[src/rtl/error_metric_accum.sv]
// error_metric_accum
// Streaming error-metric engine for characterising approximate arithmetic.
// Consumes (approximate, exact) pairs over a valid/ready stream and keeps the
// sum of absolute error, sample count, erroneous-sample count, maximum exact
// magnitude and maximum absolute error. Two pipeline stages feed a saturating
// result stage; results are held from the o_done pulse until the next start.
module error_metric_accum #(
    parameter int W      = 16,
    parameter int SIGNED = 1,
    parameter int CNT_W  = 32,
    parameter int ACC_W  = 48
) (
    input  logic             i_clk,
    input  logic             i_rst_n,
    input  logic             i_start,
    input  logic             i_valid,
    output logic             o_ready,
    input  logic [W-1:0]     i_approx,
    input  logic [W-1:0]     i_exact,
    input  logic             i_last,
    output logic             o_busy,
    output logic             o_done,
    output logic [ACC_W-1:0] o_sum_abs_err,
    output logic [CNT_W-1:0] o_count,
    output logic [CNT_W-1:0] o_err_count,
    output logic [W-1:0]     o_max_exact,
    output logic [W:0]       o_max_abs_err,
    output logic             o_overflow
);

    // Adder wide enough for either operand plus a carry bit, so saturation
    // is detected even when |diff| is wider than the accumulator.
    localparam int SUM_W = ((ACC_W > W + 1) ? ACC_W : W + 1) + 1;

    typedef enum logic [1:0] {
        ST_IDLE  = 2'd0,
        ST_RUN   = 2'd1,
        ST_DRAIN = 2'd2,
        ST_DONE  = 2'd3
    } state_t;

    state_t state_reg, state_next;
    logic   ready_reg, busy_reg, done_reg, done_next;
    logic   accept, clear;

    // Pipeline stage registers
    logic           s1_valid_reg, s2_valid_reg;
    logic [W:0]     s1_diff_reg;
    logic [W-1:0]   s1_mag_reg;
    logic [W:0]     s2_abs_reg;
    logic [W-1:0]   s2_mag_reg;
    logic           s2_nz_reg;

    // Result registers
    logic [ACC_W-1:0] sum_reg, sum_next;
    logic [CNT_W-1:0] count_reg, count_next;
    logic [CNT_W-1:0] errc_reg, errc_next;
    logic [W-1:0]     maxe_reg, maxe_next;
    logic [W:0]       maxd_reg, maxd_next;
    logic             ovf_reg, ovf_next;
    logic [SUM_W-1:0] sum_wide;

    // Operand extension and exact magnitude
    logic [W:0]   approx_ext, exact_ext;
    logic [W-1:0] exact_mag;

    assign accept = i_valid && ready_reg;
    assign clear  = i_start && ((state_reg == ST_IDLE) || (state_reg == ST_DONE));

    generate
        if (SIGNED != 0) begin : g_signed
            assign approx_ext = {i_approx[W-1], i_approx};
            assign exact_ext  = {i_exact[W-1], i_exact};
            // |-2^(W-1)| = 2^(W-1) still fits in W unsigned bits
            assign exact_mag  = i_exact[W-1] ? (~i_exact + {{(W-1){1'b0}}, 1'b1}) : i_exact;
        end else begin : g_unsigned
            assign approx_ext = {1'b0, i_approx};
            assign exact_ext  = {1'b0, i_exact};
            assign exact_mag  = i_exact;
        end
    endgenerate

    // Next-state logic for the run controller
    always_comb begin
        state_next = state_reg;
        case (state_reg)
            ST_IDLE:  if (i_start) state_next = ST_RUN;
            ST_RUN:   if (accept && i_last) state_next = ST_DRAIN;
            ST_DRAIN: if (!s1_valid_reg && !s2_valid_reg) state_next = ST_DONE;
            ST_DONE:  if (i_start) state_next = ST_RUN;
            default:  state_next = ST_IDLE;
        endcase
        done_next = (state_reg == ST_DRAIN) && (state_next == ST_DONE);
    end

    // State register plus registered handshake/status outputs
    always_ff @(posedge i_clk or negedge i_rst_n) begin
        if (!i_rst_n) begin
            state_reg <= ST_IDLE;
            ready_reg <= 1'b0;
            busy_reg  <= 1'b0;
            done_reg  <= 1'b0;
        end else begin
            state_reg <= state_next;
            ready_reg <= (state_next == ST_RUN);
            busy_reg  <= (state_next == ST_RUN) || (state_next == ST_DRAIN);
            done_reg  <= done_next;
        end
    end

    // Stage 1: signed/unsigned difference and exact magnitude
    always_ff @(posedge i_clk or negedge i_rst_n) begin
        if (!i_rst_n) begin
            s1_valid_reg <= 1'b0;
            s1_diff_reg  <= '0;
            s1_mag_reg   <= '0;
        end else begin
            s1_valid_reg <= accept;
            if (accept) begin
                s1_diff_reg <= approx_ext - exact_ext;
                s1_mag_reg  <= exact_mag;
            end
        end
    end

    // Stage 2: absolute error and nonzero flag
    always_ff @(posedge i_clk or negedge i_rst_n) begin
        if (!i_rst_n) begin
            s2_valid_reg <= 1'b0;
            s2_abs_reg   <= '0;
            s2_mag_reg   <= '0;
            s2_nz_reg    <= 1'b0;
        end else begin
            s2_valid_reg <= s1_valid_reg;
            if (s1_valid_reg) begin
                s2_abs_reg <= s1_diff_reg[W] ? (~s1_diff_reg + {{W{1'b0}}, 1'b1}) : s1_diff_reg;
                s2_mag_reg <= s1_mag_reg;
                s2_nz_reg  <= |s1_diff_reg;
            end
        end
    end

    // Saturating accumulate and strict-greater running maxima
    always_comb begin
        sum_next   = sum_reg;
        count_next = count_reg;
        errc_next  = errc_reg;
        maxe_next  = maxe_reg;
        maxd_next  = maxd_reg;
        ovf_next   = ovf_reg;
        sum_wide   = SUM_W'(sum_reg) + SUM_W'(s2_abs_reg);
        if (clear) begin
            sum_next   = '0;
            count_next = '0;
            errc_next  = '0;
            maxe_next  = '0;
            maxd_next  = '0;
            ovf_next   = 1'b0;
        end else if (s2_valid_reg) begin
            if (|sum_wide[SUM_W-1:ACC_W]) begin
                sum_next = '1;
                ovf_next = 1'b1;
            end else begin
                sum_next = sum_wide[ACC_W-1:0];
            end
            if (&count_reg) ovf_next = 1'b1;
            else            count_next = count_reg + CNT_W'(1);
            if (s2_nz_reg) begin
                if (&errc_reg) ovf_next = 1'b1;
                else           errc_next = errc_reg + CNT_W'(1);
            end
            if (s2_abs_reg > maxd_reg) maxd_next = s2_abs_reg;
            if (s2_mag_reg > maxe_reg) maxe_next = s2_mag_reg;
        end
    end

    // Result registers
    always_ff @(posedge i_clk or negedge i_rst_n) begin
        if (!i_rst_n) begin
            sum_reg   <= '0;
            count_reg <= '0;
            errc_reg  <= '0;
            maxe_reg  <= '0;
            maxd_reg  <= '0;
            ovf_reg   <= 1'b0;
        end else begin
            sum_reg   <= sum_next;
            count_reg <= count_next;
            errc_reg  <= errc_next;
            maxe_reg  <= maxe_next;
            maxd_reg  <= maxd_next;
            ovf_reg   <= ovf_next;
        end
    end

    assign o_ready       = ready_reg;
    assign o_busy        = busy_reg;
    assign o_done        = done_reg;
    assign o_sum_abs_err = sum_reg;
    assign o_count       = count_reg;
    assign o_err_count   = errc_reg;
    assign o_max_exact   = maxe_reg;
    assign o_max_abs_err = maxd_reg;
    assign o_overflow    = ovf_reg;

endmodule

[config.mk]
export PLATFORM = sky130hd
export DESIGN_NAME = error_metric_accum
export DESIGN_NICKNAME = d
export VERILOG_FILES = /design/src/rtl/error_metric_accum.sv
export SDC_FILE = /design/constraint.sdc
export NUM_CORES = 1
export LEC_CHECK = 0
export ABC_AREA = 1
export BUFFER_PORTS_ARGS = -buffer_cell sky130_fd_sc_hd__buf_2
export CAP_MARGIN = 25
export CORE_UTILIZATION = 44
export DETAILED_ROUTE_END_ITERATION = 10
export PLACE_DENSITY = 0.62
export RECOVER_POWER = 50
export SYNTH_ARGS = -nofsm -noshare
export SYNTH_HDL_FRONTEND = slang
export SYNTH_SLANG_ARGS = --single-unit
export TNS_END_PERCENT = 50
[constraint.sdc]
create_clock -name i_clk -period 2.9 [get_ports i_clk]
set_input_delay 0.87 -clock i_clk [delete_from_list [all_inputs] [get_ports i_clk]]
set_output_delay 0.87 -clock i_clk [all_outputs]
set_load 0.01 [all_outputs]
==> run summary <==
Status -> complete, but fails checks
Failing checks -> max-capacitance violations, max-slew violations
DRC viols -> 0
CP peak stage delay -> 0.44 ns
CP arrival -> 3.08 ns
Clock tree buffer depth -> 3
Filler cell count -> 3,554
Synth Register Bits -> 220
Final Cycle Share -> 91.49%
Post-CTS resize count -> 0
Fin area -> 17,860 um2
Pwr Density -> 806.7 nW/um2
Die width -> 189.6 um
Placer Congestion -> 0.9742
Area after DPL -> 16,970 um2
Sw Share -> 44.09%
Core area -> 34,630 um2
Hold buffer count at CTS -> 0
Initial antenna violation count -> 1
DR vias/cell -> 5.204
Clock sink total -> 220
Max Cap Viol -> 2
Final Hold Viols -> 0
Most common cell after layout, fill and taps aside -> nand2_1
Final hold slack -> 0.4779 ns
Number of DRC markers in iteration 0 -> 911
Post-Syn Area -> 15,490 um2
Seq/Total Area, Yosys -> 35.54%
Num rows -> 68
Yosys top cell area share -> 35.54%
Synth top area cells -> dfrtp_1 36%, nand2_1 18%, nand3_1 6.6%
First-pass GRT wire length -> 78,160 um
Worst Hold Class -> register to register
TNS Setup -> 0 ns
CP max stage cell -> fa_1
CP Max Fanout -> 27
Total grt overflow -> 0
DRT Pass-1 Iters -> 7
Largest register FFs -> 48
Tmin final -> 2.653 ns
Clock Skew -> 0.01290 ns
Dpl ws -> 0.2670 ns
Root Buffer -> clkbuf_16
Clk Latency, worst-skew pair -> 0.56 ns
Cells after Synth -> 2,280
Max-slew headroom -> -22.50%
Most frequent cells in the layout -> 761 x nand2_1, 264 x inv_1, 220 x dfrtp_1
Switching power -> 6.353 mW
Leakage power -> 9.213 nW
Critical path cell sequence -> ha_1, fa_1, nand2_1, nand3_1, nand3_1, nand2_2, nand2_1, nand2_1, nand2_1, nand2_4, inv_4, nand3_1, nand2_1, o21ai_0
DIE AREA -> 35,970 um2
IO Port Bufs -> 185
Int Pwr -> 8.055 mW
Starting Density -> 44.74%
CP startpoint kind -> register
Final Non-Filler Cells -> 2,940
# nets final -> 2,575
Comb pwr share -> 42.1%
Worst Tran Pin Value -> 1.838 ns
Max frequency -> 376.9 MHz
TritonCTS clock tree -> built
Worst setup margin -> 0.2469 ns
Vias in the first global route -> 14.72k
Post-synth net total -> 2,393
CP dominant cell by count -> nand2_1
Unique masters post-synth -> 46
Area delta synth->final -> 15.30%
Die Y -> 189.6 um
GRT Total Usage -> 27.03%
Slew Viols, Final -> 88
Cts bufs inserted -> 28
Largest net degree at the start of global routing -> 63
Area leader, netlist -> dfrtp_1
IO Count -> 186
RSZ-0062 raised after global routing -> no
Final Setup Violations -> 0
CP Class -> register to register
Maximum VDD drop -> 490.3 uV
DRT antenna net count -> 0
Via count of the routed design -> 15.30k
Post-DP HPWL -> 36,950 um
Syn_area_per_cell -> 6.795 um2
Post-DR wirelength/cell -> 16.45 um
Clock network power share -> 25.2%
Layout cells sized above 1 -> 12.36%
Seq pwr share -> 32.7%
Req. time, crit path -> 3.33 ns
Clk slew on worst S/H paths -> 0.07 ns
Placed cell count -> 2,887
CTS H-Tree Depth -> 1
CP endpoint kind -> register
Syn. warnings -> 0
Setup bufs post-CTS -> 0
Total length of routed wires -> 48,370 um
Yosys cell counts (all sizes together):
master	n
o31ai	9
nor2	212
ha	74
o22ai	3
dfrtp	220
o21a	1
inv	276
buf	25
nand3b	29
nor3	42
xor2	45
o21ai	145
o21bai	5
o211ai	1
or2	11
a21o	2
nand3	222
and2	3
nand4	51
and3	1
o22a	1
clkbuf	35
xnor2	14
a31oi	10
fa	2
nor4	3
a41oi	1
a21boi	1
nor3b	1
a21oi	66
nand2	769
metal layers:
metal	track usage [%]	vias up	wire length [um]
met5	0	-	0
met4	7.010	0	1049
met3	2.822	69	2198
met2	45.36	380	22570
met1	37.05	7131	22560
li1	-	7719	-
area by class of cell:
type,count,area (um2),area share (%)
diodes,1,2.502,0.01401
clock buffers,39,843.3,4.721
clock inverters,13,126.4,0.7075
inverters,276,1039,5.814
multi-input cells,1724,8683,48.61
flip-flops and latches,220,5505,30.82
well taps,455,569.3,3.187
repair buffers,212,1094,6.122
power by group through the flow:
stage	logic (mW)	registers [mW]	clock network (mW)
after global routing	6.92	4.81	3.83
after floorplan	4.15	4.57	0
after detailed placement	6.12	4.75	0
final	6.07	4.71	3.63
after global placement	6.04	4.73	0
after CTS	6.16	4.71	3.71
stage by stage:
step | total power [mW] | util, %
final | 14.41 | 51.58
after floorplan | 8.724 | -
after global placement | 10.77 | 49.01
after global routing | 15.55 | 51.58
after detailed placement | 10.87 | 49.01
after CTS | 14.58 | 51.81
worst paths after layout:
check,startpoint,endpoint,cells past startpoint,slack (ns)
worst min-delay path,s1_mag_reg[2],s2_mag_reg[2],2,0.48
worst min register to register,s1_mag_reg[2],s2_mag_reg[2],2,0.48
max in group asynchronous,i_rst_n,o_max_abs_err[5],2,0.58
min in group asynchronous,i_rst_n,o_count[26],1,0.62
worst max-delay path,o_sum_abs_err[0],o_sum_abs_err[17],14,0.25
worst max register to register,o_sum_abs_err[0],o_sum_abs_err[17],14,0.25
logic make-up (layout without fill, tap and decap cells):
logic type / count (synthesis) / count (layout) / share of synthesized area [%]
fa+ha+maj: 76 / 76 / 6.235
flops: 220 / 220 / 35.54
simple gates: 1344 / 1344 / 37.85
xor+xnor: 59 / 59 / 3.336
other cells: 0 / 1 / 0
compound gates: 245 / 245 / 8.521
buf+inv: 336 / 540 / 8.528
critical path: cells and delay by family, from the launching register on:
kind	cells	cell delay, ns
DFF	1	0.39
and+or+nand+nor	10	0.99
adders and majority gates	2	0.69
AOI/OAI and AO/OA	1	0.09
buffers and inverters	1	0.34
Note: power is estimated with default switching activity, not from simulation.
